==> config.mk <==
export PLATFORM = sky130hd
export DESIGN_NAME = dnn_result_requant
export DESIGN_NICKNAME = d
export VERILOG_FILES = /design/src/rtl/dnn_result_requant.sv
export SDC_FILE = /design/constraint.sdc
export NUM_CORES = 1
export LEC_CHECK = 0
export ABC_AREA = 1
export CORE_MARGIN = 3
export CORE_UTILIZATION = 45
export CTS_BUF_LIST = sky130_fd_sc_hd__clkbuf_8
export CTS_CLUSTER_DIAMETER = 100
export DETAILED_ROUTE_END_ITERATION = 6
export DONT_BUFFER_PORTS = 1
export PLACE_DENSITY_LB_ADDON = 0.2
export SLEW_MARGIN = 10
export SYNTH_ARGS = -nofsm -noshare
export SYNTH_HDL_FRONTEND = slang
export SYNTH_SLANG_ARGS = --single-unit
export TNS_END_PERCENT = 20
==> constraint.sdc <==
create_clock -name clk -period 3.4 [get_ports clk]
set_clock_uncertainty 0.15 [all_clocks]
set_input_delay 0.68 -clock clk [delete_from_list [all_inputs] [get_ports clk]]
set_output_delay 0.68 -clock clk [all_outputs]
set_load 0.005 [all_outputs]
==> src/rtl/dnn_result_requant.sv <==
// rtl/dnn_result_requant.sv - requantises accelerator dot-product bursts into a 16-bit output FIFO
//
// Purpose:
//   Requests one burst of BURST_LEN 32-bit dot products from the accelerator.
//   Each result goes through activation, a rounding right shift and 16-bit
//   saturation, then into a first-word fall-through FIFO that a valid/ready
//   consumer drains.
//   A burst is requested only when the FIFO has room for the whole burst.
//
// Configuration macro:
//   ACT_RELU_EN - when defined, ReLU is applied before the shift (outputs 0..32767).
//                 When undefined, there is no activation and negative results are
//                 shifted arithmetically.
//
// Ports:
//   clk          in   clock
//   rst_n        in   asynchronous active-low reset
//   start        in   request one burst (sampled in IDLE only)
//   shift_amt    in   [4:0] right-shift amount, latched on accepted start
//   rd_req       out  one-cycle read request to the accelerator (EN_readMem)
//   in_valid     in   accelerator result valid (VALID_memVal)
//   in_data      in   [31:0] accelerator result, two's complement
//   out_valid    out  FIFO non-empty
//   out_ready    in   consumer takes the head entry when out_valid is high
//   out_data     out  [15:0] FIFO head, signed
//   busy         out  controller not in IDLE
//   done         out  one-cycle pulse once the last burst result is in the FIFO
//   overflow_err out  sticky flag for a dropped beat, cleared by an accepted start

module dnn_result_requant #(
   parameter int BURST_LEN  = 64,
   parameter int FIFO_DEPTH = 64
) (
   input  logic        clk,
   input  logic        rst_n,
   input  logic        start,
   input  logic [4:0]  shift_amt,
   output logic        rd_req,
   input  logic        in_valid,
   input  logic [31:0] in_data,
   output logic        out_valid,
   input  logic        out_ready,
   output logic [15:0] out_data,
   output logic        busy,
   output logic        done,
   output logic        overflow_err
);

   localparam int AW = $clog2(FIFO_DEPTH);
   localparam int CW = $clog2(BURST_LEN + 1);
   localparam logic [CW-1:0] BURST_CNT  = CW'(BURST_LEN);
   localparam logic [AW:0]   BURST_FREE = (AW+1)'(BURST_LEN);
   localparam logic [AW:0]   DEPTH_CNT  = (AW+1)'(FIFO_DEPTH);

   typedef enum logic [2:0] {
      S_IDLE,
      S_WAIT_SPACE,
      S_REQ,
      S_RECV,
      S_DRAIN
   } state_t;

   state_t              r_state;
   state_t              w_next;
   logic [4:0]          r_shift;
   logic [CW-1:0]       r_beat_cnt;
   logic                r_s1_valid;
   logic signed [32:0]  r_s1_y;
   logic                r_ovf;

   logic [AW-1:0]       r_wr_ptr;
   logic [AW-1:0]       r_rd_ptr;
   logic [AW:0]         r_count;
   logic [15:0]         r_mem [FIFO_DEPTH];

   logic                w_start_ok;
   logic                w_beat_ok;
   logic [AW:0]         w_free;
   logic signed [32:0]  w_x;
   logic signed [32:0]  w_round;
   logic signed [32:0]  w_sum;
   logic signed [32:0]  w_y;
   logic [15:0]         w_sat;
   logic                w_full;
   logic                w_pop;
   logic                w_push_ok;
   logic                w_drop;

   assign w_start_ok = start && (r_state == S_IDLE);
   // Beats past the end of the burst are treated as if they arrived outside RECV.
   assign w_beat_ok  = in_valid && (r_state == S_RECV) && (r_beat_cnt < BURST_CNT);
   assign w_free     = DEPTH_CNT - r_count;

   // ---------------- FSM: state register ----------------
   always_ff @(posedge clk or negedge rst_n) begin
      if (!rst_n) begin
         r_state <= S_IDLE;
      end else begin
         r_state <= w_next;
      end
   end

   // ---------------- FSM: next state ----------------
   always_comb begin
      w_next = r_state;
      case (r_state)
         S_IDLE:       if (start) w_next = S_WAIT_SPACE;
         S_WAIT_SPACE: if (w_free >= BURST_FREE) w_next = S_REQ;
         S_REQ:        w_next = S_RECV;
         S_RECV:       if (w_beat_ok && (r_beat_cnt == BURST_CNT - 1'b1)) w_next = S_DRAIN;
         S_DRAIN:      if (!r_s1_valid) w_next = S_IDLE;
         default:      w_next = S_IDLE;
      endcase
   end

   // ---------------- FSM: outputs ----------------
   always_comb begin
      rd_req = 1'b0;
      busy   = 1'b1;
      done   = 1'b0;
      case (r_state)
         S_IDLE:  busy   = 1'b0;
         S_REQ:   rd_req = 1'b1;
         // The only stage before the FIFO is S1, so an empty S1 means the
         // last result has already been written.
         S_DRAIN: done   = !r_s1_valid;
         default: ;
      endcase
   end

   // ---------------- Control registers ----------------
   always_ff @(posedge clk or negedge rst_n) begin
      if (!rst_n) begin
         r_shift    <= 5'd0;
         r_beat_cnt <= '0;
      end else begin
         if (w_start_ok) begin
            r_shift    <= shift_amt;
            r_beat_cnt <= '0;
         end else if (w_beat_ok) begin
            r_beat_cnt <= r_beat_cnt + 1'b1;
         end
      end
   end

   // ---------------- S1: activation and rounding shift ----------------
   always_comb begin
      w_x = {in_data[31], in_data};
`ifdef ACT_RELU_EN
      if (w_x < 0) w_x = '0;
`endif
      // Adding half an LSB of the result before the arithmetic shift rounds
      // half up. 33 bits hold 2^31-1 + 2^30 without wrapping.
      w_round = (r_shift == 5'd0) ? 33'sd0 : (33'sd1 <<< (r_shift - 5'd1));
      w_sum   = w_x + w_round;
      w_y     = w_sum >>> r_shift;
   end

   always_ff @(posedge clk or negedge rst_n) begin
      if (!rst_n) begin
         r_s1_valid <= 1'b0;
         r_s1_y     <= '0;
      end else begin
         r_s1_valid <= w_beat_ok;
         if (w_beat_ok) r_s1_y <= w_y;
      end
   end

   // ---------------- S2: saturation, written straight into the FIFO ----------------
   always_comb begin
      if (r_s1_y > 33'sd32767)       w_sat = 16'h7FFF;
      else if (r_s1_y < -33'sd32768) w_sat = 16'h8000;
      else                           w_sat = r_s1_y[15:0];
   end

   // ---------------- Output FIFO ----------------
   assign w_full    = (r_count == DEPTH_CNT);
   assign w_pop     = out_valid && out_ready;
   assign w_push_ok = r_s1_valid && (!w_full || w_pop);
   assign w_drop    = (in_valid && !w_beat_ok) || (r_s1_valid && !w_push_ok);

   always_ff @(posedge clk or negedge rst_n) begin
      if (!rst_n) begin
         r_wr_ptr <= '0;
         r_rd_ptr <= '0;
         r_count  <= '0;
      end else begin
         if (w_push_ok) r_wr_ptr <= r_wr_ptr + 1'b1;
         if (w_pop)     r_rd_ptr <= r_rd_ptr + 1'b1;
         case ({w_push_ok, w_pop})
            2'b10:   r_count <= r_count + 1'b1;
            2'b01:   r_count <= r_count - 1'b1;
            default: r_count <= r_count;
         endcase
      end
   end

   // Storage needs no reset. Resetting the pointers discards the contents.
   always_ff @(posedge clk) begin
      if (w_push_ok) r_mem[r_wr_ptr] <= w_sat;
   end

   assign out_valid = (r_count != '0);
   assign out_data  = out_valid ? r_mem[r_rd_ptr] : 16'h0000;

   // ---------------- Sticky overflow flag ----------------
   // A drop in the same cycle as an accepted start is still reported.
   always_ff @(posedge clk or negedge rst_n) begin
      if (!rst_n) begin
         r_ovf <= 1'b0;
      end else if (w_drop) begin
         r_ovf <= 1'b1;
      end else if (w_start_ok) begin
         r_ovf <= 1'b0;
      end
   end

   assign overflow_err = r_ovf;

endmodule
==> summary.txt <==
STA
  • Final Setup Violations: 48
  • PnR worst setup slack: -660 ps
  • Slew Limit Headroom: 25.4%
  • Fmax: 246 MHz
  • Final cycle utilization of the critical path: 119%
  • WHS: 153 ps
  • Max Transition Viols Final: 0
  • Final Hold Viols: 0
  • RSZ-0062 raised after global routing: true
  • Fin crit period: 4060 ps
  • Worst-Margin Slew: 1120 ps
  • Setup TNS Final: -13,530 ps

Drt
  • WL final: 144,000 um
  • DRT antenna net count: 0
  • # DRC: 1
  • DR iter-0 viols: 3,485
  • Routed WL per cell: 23.4 um
  • Total number of vias: 35,400
  • Vias per cell: 5.74
  • Drt first pass iters: 7

Setup path
  • CP required: 2570 ps
  • Worst Path Max Fanout: 17
  • Reg2reg setup slack: -250 ps
  • Crit start category: flop
  • CP endpoint kind: primary output
  • WP data arrival: 3230 ps
  • Crit Path Class: reg2out

Die
  • I/O Pins: 63
  • Core Area: 0.104 sq mm
  • Die Y: 332 um
  • # rows: 118
  • Starting Density: 45.7%
  • Horiz. Die Dim: 332 um
  • Total die area: 0.110 sq mm

Place
  • Port bufs: 0
  • DP Wirelength: 88,600 um
  • Placed cell count: 5,814
  • RePlAce Congestion: 0.940
  • Cell Area, Placed: 0.0524 sq mm
  • Setup WS pre-CTS: -443 ps

Synthesis
  • Seq cells post-synth: 1,093
  • Distinct cell type count after synthesis: 46
  • Fraction of registers with async set/reset: 6.31%
  • Ranking of synthesized cells by area: edfxtp_1 (64%), o21ai_0 (5.6%), nor2_1 (5.6%), nand2_1 (4.3%), dfrtp_1 (3.6%)
  • Sequential element share of the synthesized area: 68.1%
  • Post-synthesis cell area: 0.0477 sq mm
  • Post-synth top area cell: edfxtp_1
  • Most common flop cell mapped by yosys: edfxtp_1
  • Syn_nets: 4,381
  • Synth Warn #: 0
  • Synth Area per Inst: 11.1 sq um
  • Synth Instances: 4,297
  • Synth top area share: 64.5%
  • EDFF count, synth: 1,024

Layout
  • Layout cell share with drive strength beyond 1: 16.3%
  • Area growth from synthesis to layout: 18.8%
  • Post-route design area: 0.0567 sq mm
  • Final Util: 54.3%
  • Post-layout nets: 4,723
  • Commonest non-fill, non-tap cell in the layout: edfxtp_1
  • Post-route insts no fill: 6,164
  • Fillers: 9,044
  • Most frequent cells in the layout: edfxtp_1 (1,024), nor2_1 (685), nand2_1 (542)

Power and ir drop
  • Worst VDD drop: 0.973 mV
  • Final Power: 52.9 mW
  • Lkg Pwr: 20.6 nW
  • Power per Cell Area: 933 mW/mm^2

Global routing
  • GRT overflow: 0
  • Total track usage: 25.7%
  • Largest net degree at the start of global routing: 70
  • First-pass GRT wire length: 215,000 um
  • Vias in the first global route: 34,200
  • Initial antenna violation count: 2

Run
  • Max-Cap Viols: 0

Clock network
  • Worst-skew pair later-pin latency: 850 ps
  • Clock slew seen by the registers of the worst setup and hold paths: 60 ps
  • CTS tree: built
  • H-tree levels: 4
  • Max clock buf depth: 3
  • Root Driver: clkbuf_8
  • CTS buffer count: 177
  • Clock sink count: 1,093

Outcome
  • Failing checks: DRC, setup timing
  • Status: finished with violations

Worst hold path
  • HP Class: in2reg
cell families after synthesis:
kind of cell / Yosys count / synth area share, %
flip-flops: 1093 / 68.1
adder cells (fa/ha/maj): 42 / 1.13
AND/OR/NAND/NOR: 1700 / 14.9
buffers and inverters: 473 / 3.85
XOR/XNOR: 23 / 0.422
AO/OA/AOI/OAI: 965 / 11.6
other: 1 / 0.00786
worst paths after layout:
kind                             startpoint            to  cells past startpoint
worst max-delay path            r_rd_ptr[0]  out_data[11]                     11
worst min-delay path                  start    r_shift[1]                      4
worst max register to register   r_shift[0]     r_s1_y[9]                     20
worst min register to register   r_count[0]    r_count[0]                      1
max in group asynchronous             rst_n    r_shift[1]                      2
min in group asynchronous             rst_n   r_wr_ptr[5]                      2
sequential cells by signal, summed over array words and instances (netlist names):
register / flops
overflow_err: 1
r_rd_ptr: 6
r_s1_y: 33
r_s1_valid: 1
r_shift: 5
r_beat_cnt: 7
r_count: 7
r_state: 3
r_mem: 1024
r_wr_ptr: 6
worst max-delay path: stages, from the launching register on:
cell      delay [ps]
dfrtp_4          560
buf_12           180
buf_12           160
buf_12           160
o21ai_4          160
o22ai_2          110
o211ai_1         360
nand3_1          210
nand3_1          150
a21oi_2           70
buf_4            150
buf_4            130
cell type report:
class | count | area [sq um] | share of cell area [%]
Antenna cell | 1 | 2.50 | 0.00442
Clock buffer | 182 | 2500 | 4.42
Clock inverter | 141 | 741 | 1.31
Inverter | 211 | 826 | 1.46
Multi-Input combinational cell | 2731 | 13900 | 24.5
Sequential cell | 1093 | 32500 | 57.3
Tap cell | 1380 | 1730 | 3.05
Timing Repair Buffer | 424 | 4460 | 7.87
Timing Repair inverter | 1 | 8.76 | 0.0155
metal layers:
layer	up-vias	GRT usage [%]	wire length, um
li1	16300	-	-
met1	17500	34.7	60200
met2	1358	42.6	69600
met3	235	4.12	10000
met4	2	8.61	4070
met5	-	0	7
synthesized netlist by cell type, types with 4 or more instances:
library cell,n
xnor2_1,5
nand2_1,549
nor2_1,710
inv_2,13
o22ai_1,160
nand3_1,330
nand4_1,50
or2_2,4
xor2_1,18
nor2_2,5
clkbuf_1,188
o221ai_1,98
nor3_1,19
buf_2,41
a21oi_1,114
o211ai_1,38
nand3b_1,4
nor4_1,4
ha_1,40
nand2_2,14
o21ai_0,537
buf_1,30
a22oi_1,4
clkinv_1,4
edfxtp_1,1024
inv_1,194
dfrtp_1,69
where the power goes:
| part | leakage (nW) | switching [mW] | internal [mW] |
|---|---|---|---|
| clock network | 1.88 | 5.21 | 5.30 |
| registers | 10.0 | 0.440 | 17.7 |
| logic | 8.74 | 16.1 | 8.17 |
| total | 20.6 | 21.7 | 31.2 |
repair_timing:
item	in CTS	in global routing
pin swaps	15	2
hold endpoints to repair	76	0
setup endpoints to repair	48	48
gates resized for setup	85	43
buffers inserted	6	0
hold buffers	10	0
cloned	10	0
Power figures use the tool's default switching activity.
